**src/rtl/kd_tree_root_seq_if.sv**
```systemverilog
// Bundle of the start/status, upstream center source and root-node command/data signals
// that surround the KD-tree root sequencer.
interface kd_tree_root_seq_if;
  logic        start;
  logic [1:0]  axis_in;
  logic [23:0] center_in;
  logic        center_valid;
  logic        center_ready;
  logic [4:0]  command_to_node;
  logic [23:0] data_to_node;
  logic [4:0]  command_from_node;
  logic [23:0] data_from_node;
  logic        busy;
  logic        done;
  logic        error;

  // Driver side: the controller, the center source and the root node.
  modport master (
    output start, axis_in, center_in, center_valid, command_from_node, data_from_node,
    input  center_ready, command_to_node, data_to_node, busy, done, error
  );

  // Sequencer side.
  modport slave (
    input  start, axis_in, center_in, center_valid, command_from_node, data_from_node,
    output center_ready, command_to_node, data_to_node, busy, done, error
  );
endinterface

```
**src/rtl/kd_tree_root_seq.sv**
```systemverilog
// Root sequencer: resets the KD tree, streams NUM_CENTERS centers into the root node,
// configures the root sorting axis, then reports done (or a sticky timeout error).
module kd_tree_root_seq #(
  parameter int unsigned NUM_CENTERS = 7,
  parameter int unsigned TIMEOUT     = 255
) (
  input  logic              clk,
  input  logic              rst,
  kd_tree_root_seq_if.slave bus
);

  localparam int unsigned CMD_W  = 5;
  localparam int unsigned DATA_W = 24;
  localparam int unsigned AXIS_W = 2;
  localparam int unsigned CNT_W  = 4;
  localparam int unsigned TMO_W  = 8;

  localparam logic [CMD_W-1:0] CMD_NOP          = 5'b00000;
  localparam logic [CMD_W-1:0] CMD_RST          = 5'b11111;
  localparam logic [CMD_W-1:0] CMD_RST_DONE     = 5'b11110;
  localparam logic [CMD_W-1:0] CMD_FILL         = 5'b00001;
  localparam logic [CMD_W-1:0] CMD_FILL_DONE    = 5'b00101;
  localparam logic [CMD_W-1:0] CMD_AXIS         = 5'b00010;
  localparam logic [CMD_W-1:0] CMD_AXIS_DONE    = 5'b00111;
  localparam logic [CMD_W-1:0] CMD_DNE          = 5'b10000;

  typedef enum logic [2:0] {
    S_IDLE,
    S_TREE_RST,
    S_FILL,
    S_FILL_WAIT,
    S_AXIS,
    S_FINISH,
    S_ERR
  } state_t;

  state_t              state_q, state_d;
  logic [CNT_W-1:0]    count_q, count_d;
  logic [TMO_W-1:0]    tmo_q, tmo_d;
  logic [AXIS_W-1:0]   axis_q;
  logic [CMD_W-1:0]    cmd_q;
  logic [DATA_W-1:0]   data_q;
  logic                busy_q, done_q, error_q;

  logic                ready;
  logic                xfer;
  logic                start_ok;
  logic                waiting;
  logic                tmo_hit;
  logic [CMD_W-1:0]    cmd_in;

  assign cmd_in   = bus.command_from_node;
  // Ready drops combinationally once the last center has been counted.
  assign ready    = (state_q == S_FILL) && (count_q != CNT_W'(NUM_CENTERS));
  assign xfer     = ready && bus.center_valid;
  assign start_ok = (state_q == S_IDLE) && bus.start;
  assign waiting  = state_q inside {S_TREE_RST, S_FILL_WAIT, S_AXIS};
  assign tmo_hit  = (tmo_q == TMO_W'(TIMEOUT - 1));

  // Next-state, center count and phase timeout.
  always_comb begin
    state_d = state_q;
    count_d = count_q;
    case (state_q)
      S_IDLE: begin
        if (bus.start) begin
          state_d = S_TREE_RST;
          count_d = '0;
        end
      end
      S_TREE_RST: begin
        if (cmd_in == CMD_RST_DONE || cmd_in == CMD_DNE) state_d = S_FILL;
        else if (tmo_hit)                                state_d = S_ERR;
      end
      S_FILL: begin
        if (xfer) count_d = count_q + CNT_W'(1);
        if (count_d == CNT_W'(NUM_CENTERS)) state_d = S_FILL_WAIT;
      end
      S_FILL_WAIT: begin
        if (cmd_in == CMD_FILL_DONE || cmd_in == CMD_DNE) state_d = S_AXIS;
        else if (tmo_hit)                                 state_d = S_ERR;
      end
      S_AXIS: begin
        if (cmd_in == CMD_AXIS_DONE || cmd_in == CMD_DNE) state_d = S_FINISH;
        else if (tmo_hit)                                 state_d = S_ERR;
      end
      S_FINISH: state_d = S_IDLE;
      S_ERR:    state_d = S_IDLE;
      default:  state_d = S_IDLE;
    endcase
    tmo_d = (state_d != state_q) ? '0 : (waiting ? tmo_q + TMO_W'(1) : tmo_q);
  end

  // State and registered outputs, decoded from the state being entered.
  always_ff @(posedge clk) begin
    if (rst) begin
      state_q <= S_IDLE;
      count_q <= '0;
      tmo_q   <= '0;
      axis_q  <= '0;
      cmd_q   <= CMD_NOP;
      data_q  <= '0;
      busy_q  <= 1'b0;
      done_q  <= 1'b0;
      error_q <= 1'b0;
    end else begin
      state_q <= state_d;
      count_q <= count_d;
      tmo_q   <= tmo_d;
      busy_q  <= (state_d != S_IDLE);
      done_q  <= (state_d == S_FINISH);
      if (start_ok) axis_q <= bus.axis_in;
      if (state_d == S_ERR) error_q <= 1'b1;
      else if (start_ok)    error_q <= 1'b0;
      case (state_d)
        S_TREE_RST: begin
          cmd_q  <= CMD_RST;
          data_q <= '0;
        end
        S_FILL: begin
          cmd_q <= xfer ? CMD_FILL : CMD_NOP;
          if (xfer) data_q <= bus.center_in;
        end
        // The last center keeps being presented until the node acknowledges the fill.
        S_FILL_WAIT: begin
          cmd_q <= CMD_FILL;
          if (xfer) data_q <= bus.center_in;
        end
        S_AXIS: begin
          cmd_q  <= CMD_AXIS;
          data_q <= {{(DATA_W-AXIS_W){1'b0}}, axis_q};
        end
        default: begin
          cmd_q  <= CMD_NOP;
          data_q <= '0;
        end
      endcase
    end
  end

  assign bus.center_ready    = ready;
  assign bus.command_to_node = cmd_q;
  assign bus.data_to_node    = data_q;
  assign bus.busy            = busy_q;
  assign bus.done            = done_q;
  assign bus.error           = error_q;

endmodule
```
**src/flat_wrapper.sv**
```systemverilog
// flat-port wrapper written by rule: the top's interface ports become plain ports
module kd_tree_root_seq_flat 
#(
  parameter int unsigned NUM_CENTERS = 7,
  parameter int unsigned TIMEOUT     = 255
)
  (clk, rst, bus_start, bus_axis_in, bus_center_in, bus_center_valid, bus_command_from_node, bus_data_from_node, bus_center_ready, bus_command_to_node, bus_data_to_node, bus_busy, bus_done, bus_error);
  kd_tree_root_seq_if bus_i ();
  input  logic clk;
  input  logic rst;
  input wire logic [$bits(bus_i.start)-1:0] bus_start;
  input wire logic [$bits(bus_i.axis_in)-1:0] bus_axis_in;
  input wire logic [$bits(bus_i.center_in)-1:0] bus_center_in;
  input wire logic [$bits(bus_i.center_valid)-1:0] bus_center_valid;
  input wire logic [$bits(bus_i.command_from_node)-1:0] bus_command_from_node;
  input wire logic [$bits(bus_i.data_from_node)-1:0] bus_data_from_node;
  output wire logic [$bits(bus_i.center_ready)-1:0] bus_center_ready;
  output wire logic [$bits(bus_i.command_to_node)-1:0] bus_command_to_node;
  output wire logic [$bits(bus_i.data_to_node)-1:0] bus_data_to_node;
  output wire logic [$bits(bus_i.busy)-1:0] bus_busy;
  output wire logic [$bits(bus_i.done)-1:0] bus_done;
  output wire logic [$bits(bus_i.error)-1:0] bus_error;
  assign bus_i.start = bus_start;
  assign bus_i.axis_in = bus_axis_in;
  assign bus_i.center_in = bus_center_in;
  assign bus_i.center_valid = bus_center_valid;
  assign bus_i.command_from_node = bus_command_from_node;
  assign bus_i.data_from_node = bus_data_from_node;
  assign bus_center_ready = bus_i.center_ready;
  assign bus_command_to_node = bus_i.command_to_node;
  assign bus_data_to_node = bus_i.data_to_node;
  assign bus_busy = bus_i.busy;
  assign bus_done = bus_i.done;
  assign bus_error = bus_i.error;
  kd_tree_root_seq #(.NUM_CENTERS(NUM_CENTERS), .TIMEOUT(TIMEOUT)) u_core (.clk(clk), .rst(rst), .bus(bus_i));
endmodule
```
**config.mk**
```make
export PLATFORM = sky130hd
export DESIGN_NAME = kd_tree_root_seq_flat
export DESIGN_NICKNAME = d
export VERILOG_FILES = /design/src/rtl/kd_tree_root_seq_if.sv /design/src/rtl/kd_tree_root_seq.sv /design/src/flat_wrapper.sv
export SDC_FILE = /design/constraint.sdc
export NUM_CORES = 1
export LEC_CHECK = 0
export ABC_AREA = 1
export CORE_ASPECT_RATIO = 0.6
export CORE_MARGIN = 4
export CORE_UTILIZATION = 46
export DETAILED_ROUTE_END_ITERATION = 10
export PLACE_DENSITY = 0.94
export SETUP_SLACK_MARGIN = 0.05
export SLEW_MARGIN = 20
export SYNTH_ARGS = -nofsm -noshare
export SYNTH_HDL_FRONTEND = slang
export SYNTH_SLANG_ARGS = --single-unit
```
**constraint.sdc**
```tcl
create_clock -name clk -period 3.8 [get_ports clk]
set_clock_uncertainty 0.2 [all_clocks]
set_input_delay 0.76 -clock clk [delete_from_list [all_inputs] [get_ports clk]]
set_output_delay 0.76 -clock clk [all_outputs]
set_load 0.005 [all_outputs]
```
==> impl_results.md, run 1 <==
- Sink Count: 47
- CTS H-Tree Depth: 2
- Setup violators final: 0
- Cell Pwr Density: 303 nW/um^2
- Vias in the first global route: 2079
- CP Max Fanout: 22
- Pin count of the biggest net entering global routing: 24
- Post-DP HPWL: 4270 um
- GRT Total Usage: 17.9%
- Wire per inst: 12.4 um
- 1st-iter DRT viols: 119
- Crit path launch type: primary input
- Worst r2r src: u_core.tmo_q[0]
- Area Growth Syn to Fin: 35.5%
- Fin. Hold Viols: 0
- Flop and latch count out of synthesis: 47
- Post-CTS setup buffer count: 0
- Vias/cell: 4.97
- Filler cells: 397
- First-pass GRT wire length: 9250 um
- Worst-Margin Slew: 0.612 ns
- HP Class: reg2reg
- Sequential cell area: 941 um^2
- CTS tree: yes
- Starting Density: 48.5%
- Hold Startpoint: u_core.bus.data_to_node[16]
- Run status: finished, final reports clean
- Asr flop ratio synth: 0%
- Clk root buf: clkbuf_8
- Required @ worst endpoint: 3.82 ns
- Share of layout cells above drive strength 1: 8.64%
- DR vias: 2212
- DP Cell Count: 437
- Core Box Area: 4660 um^2
- Total Neg Setup Slack: 0 ns
- DRC violations left: 0
- Longest Clk Path Bufs: 2
- Peak supply drop: 0.196 mV
- Worst hold margin: 0.265 ns
- Critical path class: in2reg
- Final Critical Period: 2.78 ns
- Post-route ant nets: 0
- Post-route insts no fill: 445
- Post-synth cell types: 29
- Slew Limit Headroom: 59.1%
- Worst-Skew Late Latency: 0.30 ns
- Post-Syn Area: 2260 um^2
- Fin nets: 443
- Grt total ovfl: 0
- Detailed Route WL: 5510 um
- Worst Reg-to-Reg Cells: 11
- Ports: 92
- Yosys warning count: 0
- Site Rows: 19
- F_max: 360 MHz
- Dpl cell area: 2970 um^2
- Multi-input gate area: 1140 um^2
- RePlAce Congestion: 0.839
- FF-to-FF End: u_core.bus.data_to_node[5]
- Post-cts sizing count: 0
- Seq/Total Area, Yosys: 41.6%
- Final number of max-transition violations: 0
- Drt pass-1 iters: 4
- TritonCTS buffer count: 5
- Synth Flop Type: dfxtp_1
- Post-Syn Instances: 314
- Clock transition at path regs: 0.08 ns
- Cell Chain, Critical Path: clkdlybuf4s50_1 -> nor2_1 -> nand3_1 -> nand3_1 -> nand2_1 -> a21oi_4 -> nand2_2 -> nor2_4 -> nand2_1 -> a21oi_1
- Max incr delay on CP: 0.47 ns
- Die Ht: 62.3 um
- Buf+Inv Stages, Crit Path: 1
- Hold worst-path end: u_core.bus.data_to_node[16]
- Synthesized Nets: 376
- Initial antenna violation count: 0
- Post-synth EDFFs: 0
- Number of hold buffers added after CTS: 0
- IO buf count: 67
- Reg2Reg Setup Slack: 1.55 ns
- # diodes: 0
- Slowest cell on crit path: clkdlybuf4s50_1
- CP top delay family: simple AND/OR/NAND/NOR gates
- Worst Path Arrival: 2.80 ns
- Die area: 6140 um^2
- Crit. End Element: flip-flop
- Total of max-cap violations: 0
- Die X: 98.5 um
- Unrepaired setup endpoints after global routing: no
- Hold depth: 2
- Lkg Pwr: 0.00122 uW
- Finished Cell Area: 3060 um^2
- Crit share post-route: 73.1%
- Syn_area_per_cell: 7.20 um^2
==> per-stage QoR <==
step | setup slack (ns) | utilization (%) | power, uW
after floorplan | 1.65 | - | 568
after global placement | 0.817 | 63.7 | 624
after detailed placement | 0.721 | 63.7 | 627
after CTS | 1.03 | 65.8 | 935
after global routing | 0.795 | 65.8 | 961
final | 1.02 | 65.8 | 928
==> placed cells by master, fill, tap and decap left out <==
cell             instances
nand4_1                  3
nand2_2                  2
nor2_2                   5
xnor2_1                  4
clkbuf_8                 6
nor2_4                   3
xor2_1                   3
nand2_4                  2
nor3_2                   1
nand4_2                  1
ha_1                     3
nand3_4                  2
nand3_2                  4
inv_1                   29
a31oi_1                  2
clkinv_4                 2
nor3_1                   1
inv_2                    2
buf_4                    2
clkdlybuf4s50_1         67
a21oi_1                 31
o21ai_1                  1
clkbuf_1                 1
a21oi_4                  1
nor2_1                  32
dfxtp_1                 47
o21ai_0                  6
and3_1                   1
nand2_1                 94
nand3_1                 24
==> worst max path at each step <==
stage	from	to	cells past startpoint
after floorplan	bus_command_from_node[3]	u_core.bus.data_to_node[17]	10
after global placement	bus_command_from_node[3]	u_core.bus.data_to_node[8]	10
after detailed placement	bus_command_from_node[3]	u_core.bus.data_to_node[23]	10
after CTS	bus_command_from_node[3]	u_core.bus.data_to_node[5]	10
after global routing	bus_command_from_node[3]	u_core.bus.data_to_node[12]	10
final	bus_command_from_node[3]	u_core.bus.data_to_node[5]	10
==> logic make-up (layout without fill, tap and decap cells) <==
family	after synthesis	in the layout	share of synthesized area [%]
DFF	47	47	41.6
buffers and inverters	41	109	8.02
AOI/OAI and AO/OA	41	41	9.68
xor gates and xnor gates	7	7	2.71
and+or+nand+nor	175	175	36.3
adders and majority gates	3	3	1.66
==> where the power goes <==
part | internal (uW) | switching (uW)
registers | 500 | 6.15
logic | 56.4 | 52.6
clock network | 149 | 163
total | 706 | 222
==> area by class of cell <==
type,count,share of cell area (%)
clock buffers,7,2.82
flip-flops and latches,47,30.7
repair buffers,69,22.4
well taps,63,2.57
multi-input cells,226,37.2
inverters,32,4.08
clock inverters,1,0.286
==> worst reg2reg max path: stages (launching register included) <==
cell and delay [ns]:
dfxtp_1 0.38, inv_1 0.08, ha_1 0.19, nand2_1 0.06, nor2_1 0.04, nand2_1 0.13, nand2_1 0.13, a21oi_4 0.24
nand2_2 0.09, nor2_4 0.39, nand2_1 0.12, a21oi_1 0.14
==> cells in the mapped netlist, types with 2 or more instances <==
cell / n / area share [%]
nor2_1: 32 / 5.3
nand3_1: 24 / 5.3
nand3_4: 2 / 1.5
a21oi_1: 31 / 6.9
inv_2: 2 / 0.33
buf_4: 2 / 0.66
buf_6: 2 / 1.0
dfxtp_1: 47 / 42
nor2_2: 5 / 1.4
xor2_1: 3 / 1.2
nand4_1: 3 / 0.83
nand2_4: 2 / 1.0
a31oi_1: 2 / 0.55
nor2_4: 3 / 1.5
ha_1: 3 / 1.7
inv_1: 29 / 4.8
o21ai_0: 6 / 1.3
nand2_1: 94 / 16
xnor2_1: 4 / 1.5
clkbuf_1: 5 / 0.83
nand3_2: 4 / 1.8
nand2_2: 2 / 0.55
==> flip-flops by register name (all words and copies together) (netlist names) <==
register,cells
u_core.state_q,3
u_core.bus.data_to_node,24
u_core.bus.command_to_node,3
u_core.count_q,4
u_core.tmo_q,8
u_core.bus.done,1
u_core.bus.busy,1
u_core.bus.error,1
u_core.axis_q,2
==> routing by layer <==
layer / GRT usage, % / share of wire, % / vias up
li1: - / - / 1129
met1: 23.7 / 46 / 995
met2: 29.2 / 46 / 84
met4: 4.60 / 0.76 / 0
met3: 4.36 / 7.5 / 4
met5: 0 / 0 / -
(Power assumes the default switching activity.)
==> run 2: changes to the inputs <==
--- a/config.mk
+++ b/config.mk
@@ -8,9 +8,9 @@
 export ABC_AREA = 1
 export CORE_ASPECT_RATIO = 0.6
 export CORE_MARGIN = 4
-export CORE_UTILIZATION = 46
+export CORE_UTILIZATION = 39
 export DETAILED_ROUTE_END_ITERATION = 10
-export PLACE_DENSITY = 0.94
+export PLACE_DENSITY = 0.86
 export SETUP_SLACK_MARGIN = 0.05
 export SLEW_MARGIN = 20
 export SYNTH_ARGS = -nofsm -noshare
==> constraint.sdc (replaced) <==
create_clock -name clk -period 2.4 [get_ports clk]
set_clock_uncertainty 0.2 [all_clocks]
set_input_delay 0.48 -clock clk [delete_from_list [all_inputs] [get_ports clk]]
set_output_delay 0.48 -clock clk [all_outputs]
set_load 0.005 [all_outputs]
==> impl_results.md, run 2 (synthesis results as in run 1) <==
- Die X: 106 um (was 98.5 um)
- Initial antenna violation count: 0 (unchanged)
- Critical path class: reg2out (was in2reg)
- Grt total ovfl: 0 (unchanged)
- Crit path launch type: flip-flop (was primary input)
- Setup violators final: 0 (unchanged)
- Fin nets: 454 (was 443)
- Die Ht: 67.0 um (was 62.3 um)
- Max incr delay on CP: 0.51 ns (was 0.47 ns)
- Detailed Route WL: 5660 um (was 5510 um)
- Crit share post-route: 94.1%
- Core Box Area: 5600 um^2 (was 4660 um^2)
- CP Max Fanout: 4 (was 22)
- Post-DP HPWL: 4400 um (was 4270 um)
- Post-route insts no fill: 473 (was 445)
- CP top delay family: buffers and inverters (was simple AND/OR/NAND/NOR gates)
- Drt pass-1 iters: 4 (unchanged)
- Area Growth Syn to Fin: 43.7% (was 35.5%)
- Pin count of the biggest net entering global routing: 23 (was 24)
- DP Cell Count: 464 (was 437)
- Cell Chain, Critical Path: ha_2 -> nand2_1 -> nor2_2 -> nor2_4 -> clkdlybuf4s50_1 (was clkdlybuf4s50_1 -> nor2_1 -> nand3_1 -> nand3_1 -> nand2_1 -> a21oi_4 -> nand2_2 -> nor2_4 -> nand2_1 -> a21oi_1)
- Fin. Hold Viols: 0 (unchanged)
- Number of hold buffers added after CTS: 0 (unchanged)
- Die area: 7120 um^2 (was 6140 um^2)
- RePlAce Congestion: 0.869 (was 0.839)
- Buf+Inv Stages, Crit Path: 1 (unchanged)
- Wire per inst: 12.0 um (was 12.4 um)
- Worst Path Arrival: 1.58 ns (was 2.80 ns)
- Peak supply drop: 0.291 mV (was 0.196 mV)
- CTS tree: yes (unchanged)
- Commonest non-fill, non-tap cell in the layout: nand2_1 (unchanged)
- DR vias: 2244 (was 2212)
- Placement Setup Slack: -0.204 ns (was 0.721 ns)
- 1st-iter DRT viols: 70 (was 119)
- DRC violations left: 0 (unchanged)
- Final number of max-transition violations: 0 (unchanged)
- Longest Clk Path Bufs: 2 (unchanged)
- Vias in the first global route: 2128 (was 2079)
- Run status: finished, final reports clean (unchanged)
- Required @ worst endpoint: 1.72 ns (was 3.82 ns)
- CTS H-Tree Depth: 2 (unchanged)
- Lkg Pwr: 0.00130 uW (was 0.00122 uW)
- First-pass GRT wire length: 9260 um (was 9250 um)
- Worst-Skew Late Latency: 0.30 ns (about the same)
- Slowest cell on crit path: clkdlybuf4s50_1 (unchanged)
- Clk root buf: clkbuf_8 (unchanged)
- TritonCTS buffer count: 5 (unchanged)
- Share of layout cells above drive strength 1: 14.5% (was 8.64%)
- Clock transition at path regs: 0.09 ns (was 0.08 ns)
- Post-route ant nets: 0 (unchanged)
- # diodes: 0 (unchanged)
- Final Critical Period: 2.26 ns
- Max reg flops: 24 (unchanged)
- Filler cells: 494 (was 397)
- Starting Density: 40.4% (was 48.5%)
- Cell Pwr Density: 480 nW/um^2 (was 303 nW/um^2)
- F_max: 443 MHz
- Sink Count: 47 (unchanged)
- Unrepaired setup endpoints after global routing: no (unchanged)
- Worst-Margin Slew: 0.306 ns (was 0.612 ns)
- HP Class: reg2reg (unchanged)
- Multi-input gate area: 1180 um^2 (was 1140 um^2)
- IO buf count: 67 (unchanged)
- Slew Limit Headroom: 79.4% (was 59.1%)
- GRT Total Usage: 16.2% (was 17.9%)
- Total of max-cap violations: 0 (unchanged)
- Crit. End Element: output port (was flip-flop)
- Vias/cell: 4.74 (was 4.97)
- Worst setup margin: 0.143 ns (was 1.02 ns)
- Site Rows: 21 (was 19)
- Most frequent cells in the layout: nand2_1, clkdlybuf4s50_1, dfxtp_1, a21oi_1, inv_1 (was nand2_1, clkdlybuf4s50_1, dfxtp_1, nor2_1, a21oi_1)
- Ports: 92 (unchanged)
- Sequential cell area: 945 um^2 (was 941 um^2)
## run 2: cell types whose count changed in the layout (fill, tap and decap cells not counted), moves of 2 or more
cell	previous run	this run
clkdlybuf4s50_1	67	65
dlymetal6s2s_1	0	2
nor2_1	32	27
nor2_2	5	9
dfxtp_1	47	44
dfxtp_2	0	3
buf_4	2	12
nand3_1	24	22
## run 2: final cells by class
type,count,area share [%]
well taps,80,3.08
clock buffers,5,2.12
repair buffers,80,24.2
flip-flops and latches,47,29.1
clock inverters,3,1.35
inverters,32,3.85
multi-input cells,226,36.3
## run 2: worst paths after layout
| kind | slack [ns] | end | from | cells past startpoint |
|---|---|---|---|---|
| setup / recovery | 0.14 | bus_center_ready | u_core.count_q[0] | 5 |
| setup reg to reg | 0.29 | u_core.tmo_q[3] | u_core.tmo_q[0] | 13 |
| hold reg to reg | 0.26 | u_core.bus.data_to_node[7] | u_core.bus.data_to_node[7] | 2 |
| hold / removal | 0.26 | u_core.bus.data_to_node[7] | u_core.bus.data_to_node[7] | 2 |
## run 2: power breakdown
part | switching (uW) | leakage, uW | internal, uW
Clock | 261 | 0.0000581 | 310
Combinational | 87.8 | 0.000865 | 98.0
Sequential | 10.4 | 0.000382 | 792
Total | 359 | 0.00130 | 1200
## run 2: worst min-delay path, delay by kind of cell, from the launching register on
family / cells / cell delay [ns]
flip-flops: 1 / 0.32
AND/OR/NAND/NOR: 1 / 0.06
AO/OA/AOI/OAI: 1 / 0.05
## run 2: layer usage
metal / share of wire, % / global-route usage (%) / routed length, um / up-vias
met5: 0 / 0 / 0 / -
met4: 0.78 / 4.04 / 44 / 0
met3: 6.6 / 4.74 / 373 / 8
met2: 47 / 27.1 / 2630 / 83
met1: 46 / 20.5 / 2610 / 997
li1: - / - / - / 1156
## run 2: repair_timing
item	4_1_cts	5_1_grt
endpoints found under the setup margin	1	19
pin swaps	1	0
gates resized for setup	5	11
setup buffers	1	0
hold endpoints to repair	0	0
## run 2: metrics by stage
step | instance area, um^2 | power [uW] | TNS (ns) | util, % | hold slack (ns)
after floorplan | 2260 | 899 | 0 | - | 0.255
after global placement | 3080 | 996 | -0.703 | 55.0 | 0.245
after detailed placement | 3080 | 1000 | -5.58 | 55.0 | 0.250
after CTS | 3210 | 1570 | 0 | 57.4 | 0.264
after global routing | 3250 | 1620 | 0 | 58.0 | 0.285
final | 3250 | 1560 | 0 | 58.0 | 0.261
==> run 3: changes to the inputs <==
--- a/config.mk
+++ b/config.mk
@@ -7,7 +7,6 @@
 export LEC_CHECK = 0
 export ABC_AREA = 1
 export CORE_ASPECT_RATIO = 0.6
-export CORE_MARGIN = 4
 export CORE_UTILIZATION = 39
 export DETAILED_ROUTE_END_ITERATION = 10
 export PLACE_DENSITY = 0.86
@@ -16,3 +15,4 @@
 export SYNTH_ARGS = -nofsm -noshare
 export SYNTH_HDL_FRONTEND = slang
 export SYNTH_SLANG_ARGS = --single-unit
+export TNS_END_PERCENT = 10
==> impl_results.md, run 3 (synthesis results as in run 1) <==
- Total of max-cap violations: 0 (unchanged)
- Ports: 92 (unchanged)
- Crit share post-route: 97.4% (was 94.1%)
- Sink Count: 47 (unchanged)
- Sequential cell area: 945 um^2 (unchanged)
- Cell Pwr Density: 455 nW/um^2 (was 480 nW/um^2)
- Post-route ant nets: 0 (unchanged)
- Site Rows: 21 (unchanged)
- Setup violators final: 0 (unchanged)
- Crit path launch type: flip-flop (unchanged)
- IO buf count: 67 (unchanged)
- Final Critical Period: 2.34 ns (was 2.26 ns)
- Max reg flops: 24 (unchanged)
- Drt pass-1 iters: 7 (was 4)
- Final number of max-transition violations: 0 (unchanged)
- # diodes: 0 (unchanged)
- Multi-input gate area: 1170 um^2 (was 1180 um^2)
- Crit path to: bus_center_ready (unchanged)
- First-pass GRT wire length: 8350 um (was 9260 um)
- Worst r2r src: u_core.tmo_q[0] (unchanged)
- Cell internal pwr: 1120 uW (was 1200 uW)
- FF-to-FF End: u_core.bus.data_to_node[1] (was u_core.tmo_q[3])
- Post-DP HPWL: 4200 um (was 4400 um)
- Die area: 6120 um^2 (was 7120 um^2)
- Slew Limit Headroom: 80.2% (was 79.4%)
- NetSw: 349 uW (was 359 uW)
- Comb pwr share: 12.8% (was 11.9%)
- Worst Path Arrival: 1.66 ns (was 1.58 ns)
- CP Max Fanout: 5 (was 4)
- GRT Total Usage: 17.8% (was 16.2%)
- Dpl cell area: 3100 um^2 (was 3080 um^2)
- Sw Share: 23.8% (was 23.0%)
- Worst Reg-to-Reg Cells: 13 (unchanged)
- Most frequent cells in the layout: nand2_1, clkdlybuf4s50_1, dfxtp_1, a21oi_1, inv_1 (unchanged)
- Fin. Hold Viols: 0 (unchanged)
- Tot Pwr: 1470 uW (was 1560 uW)
- Required @ worst endpoint: 1.72 ns (about the same)
- Layout Utilization: 57.9% (was 58.0%)
- Reg power frac: 54.7% (was 51.5%)
- Initial antenna violation count: 0 (unchanged)
- Commonest non-fill, non-tap cell in the layout: nand2_1 (unchanged)
- Critical path class: reg2out (unchanged)
- Starting Density: 40.6% (was 40.4%)
- Wire per inst: 11.5 um (was 12.0 um)
- Fin nets: 456 (was 454)
- Clock network power share: 32.5% (was 36.6%)
- Pin count of the biggest net entering global routing: 20 (was 23)
- DR vias: 2220 (was 2244)
- HP Class: reg2reg (unchanged)
- DP Cell Count: 467 (was 464)
- Post-CTS setup buffer count: 0 (was 1)
- CTS H-Tree Depth: 2 (unchanged)
- Post-route insts no fill: 474 (was 473)
- Number of hold buffers added after CTS: 0 (unchanged)
- Crit. End Element: output port (unchanged)
- Lkg Pwr: 0.00128 uW (was 0.00130 uW)
- DRC violations left: 1 (was 0)
- Die X: 100 um (was 106 um)
- Core Box Area: 5570 um^2 (was 5600 um^2)
- 1st-iter DRT viols: 77 (was 70)
- Die Ht: 61.0 um (was 67.0 um)
- Clk root buf: clkbuf_8 (unchanged)
- Hold depth: 2 (unchanged)
- Filler cells: 498 (was 494)
- Share of layout cells above drive strength 1: 14.2% (was 14.5%)
- Longest Clk Path Bufs: 2 (unchanged)
- Detailed Route WL: 5460 um (was 5660 um)
- Reg2Reg Setup Slack: 0.32 ns (was 0.29 ns)
- Run status: finished, violations left (was finished, final reports clean)
- Failing checks: design-rule violations
- Peak supply drop: 0.241 mV (was 0.291 mV)
- Worst-Skew Late Latency: 0.30 ns (about the same)
- Grt total ovfl: 0 (unchanged)
- Unrepaired setup endpoints after global routing: yes (was no)
- Area Growth Syn to Fin: 42.7% (was 43.7%)
- RePlAce Congestion: 0.832 (was 0.869)
- CP startpoint: u_core.count_q[0] (unchanged)
- Finished Cell Area: 3230 um^2 (was 3250 um^2)
- Vias/cell: 4.68 (was 4.74)
- F_max: 428 MHz (was 443 MHz)
- Vias in the first global route: 1848 (was 2128)
- Worst-Margin Slew: 0.295 ns (was 0.306 ns)
- TritonCTS buffer count: 5 (unchanged)
- CTS tree: yes (unchanged)
- Clock transition at path regs: 0.08 ns (was 0.09 ns)
[run 3: repair_timing]
action / in CTS / in global routing
resized for setup: 5 / 7
pin swaps: 1 / 0
setup endpoints to repair: 1 / 19
[run 3: worst max-delay path: stages, from the launching register on]
cell and delay (ns):
dfxtp_2 0.35, ha_2 0.21, nand2_1 0.09, nor2_2 0.05, nor2_4 0.14, clkdlybuf4s50_1 0.52
[run 3: area by class of cell]
class,instances,share of cell area [%]
Multi-Input combinational cell,226,36.3
Sequential cell,47,29.3
Clock inverter,1,0.155
Clock buffer,6,2.56
Inverter,32,3.88
Tap cell,80,3.10
Timing Repair Buffer,82,24.7
[run 3: per-stage QoR]
stage | hold slack, ns | worst slack [ns] | setup TNS (ns)
2_1_floorplan | 0.255 | 0.526 | 0
3_3_place_gp | 0.245 | -0.0774 | -0.614
3_5_place_dp | 0.249 | -0.161 | -2.67
4_1_cts | 0.262 | 0.0700 | 0
5_1_grt | 0.283 | 0.00647 | 0
6_report | 0.261 | 0.0636 | 0
[run 3: per-layer routing]
metal,vias up,global-route usage [%],share of wire [%]
li1,1153,-,-
met1,997,23.4,46
met2,62,29.5,47
met3,8,4.15,5.9
met4,0,5.59,0.97
met5,-,0,0
[run 3: power by group through the flow]
stage | combinational [uW] | clock (uW) | sequential [uW]
4_1_cts | 184 | 486 | 803
2_1_floorplan | 78.9 | 0 | 820
6_report | 188 | 477 | 803
3_3_place_gp | 178 | 0 | 820
3_5_place_dp | 182 | 0 | 820
5_1_grt | 205 | 524 | 805
[run 3: how the worst min path moves through the flow]
| stage | start | end |
|---|---|---|
| final | u_core.bus.data_to_node[18] | u_core.bus.data_to_node[18] |
| after global placement | u_core.bus.data_to_node[23] | u_core.bus.data_to_node[23] |
| after floorplan | u_core.axis_q[0] | u_core.axis_q[0] |
| after global routing | u_core.bus.data_to_node[5] | u_core.bus.data_to_node[5] |
| after detailed placement | u_core.bus.data_to_node[18] | u_core.bus.data_to_node[18] |
| after CTS | u_core.bus.data_to_node[18] | u_core.bus.data_to_node[18] |
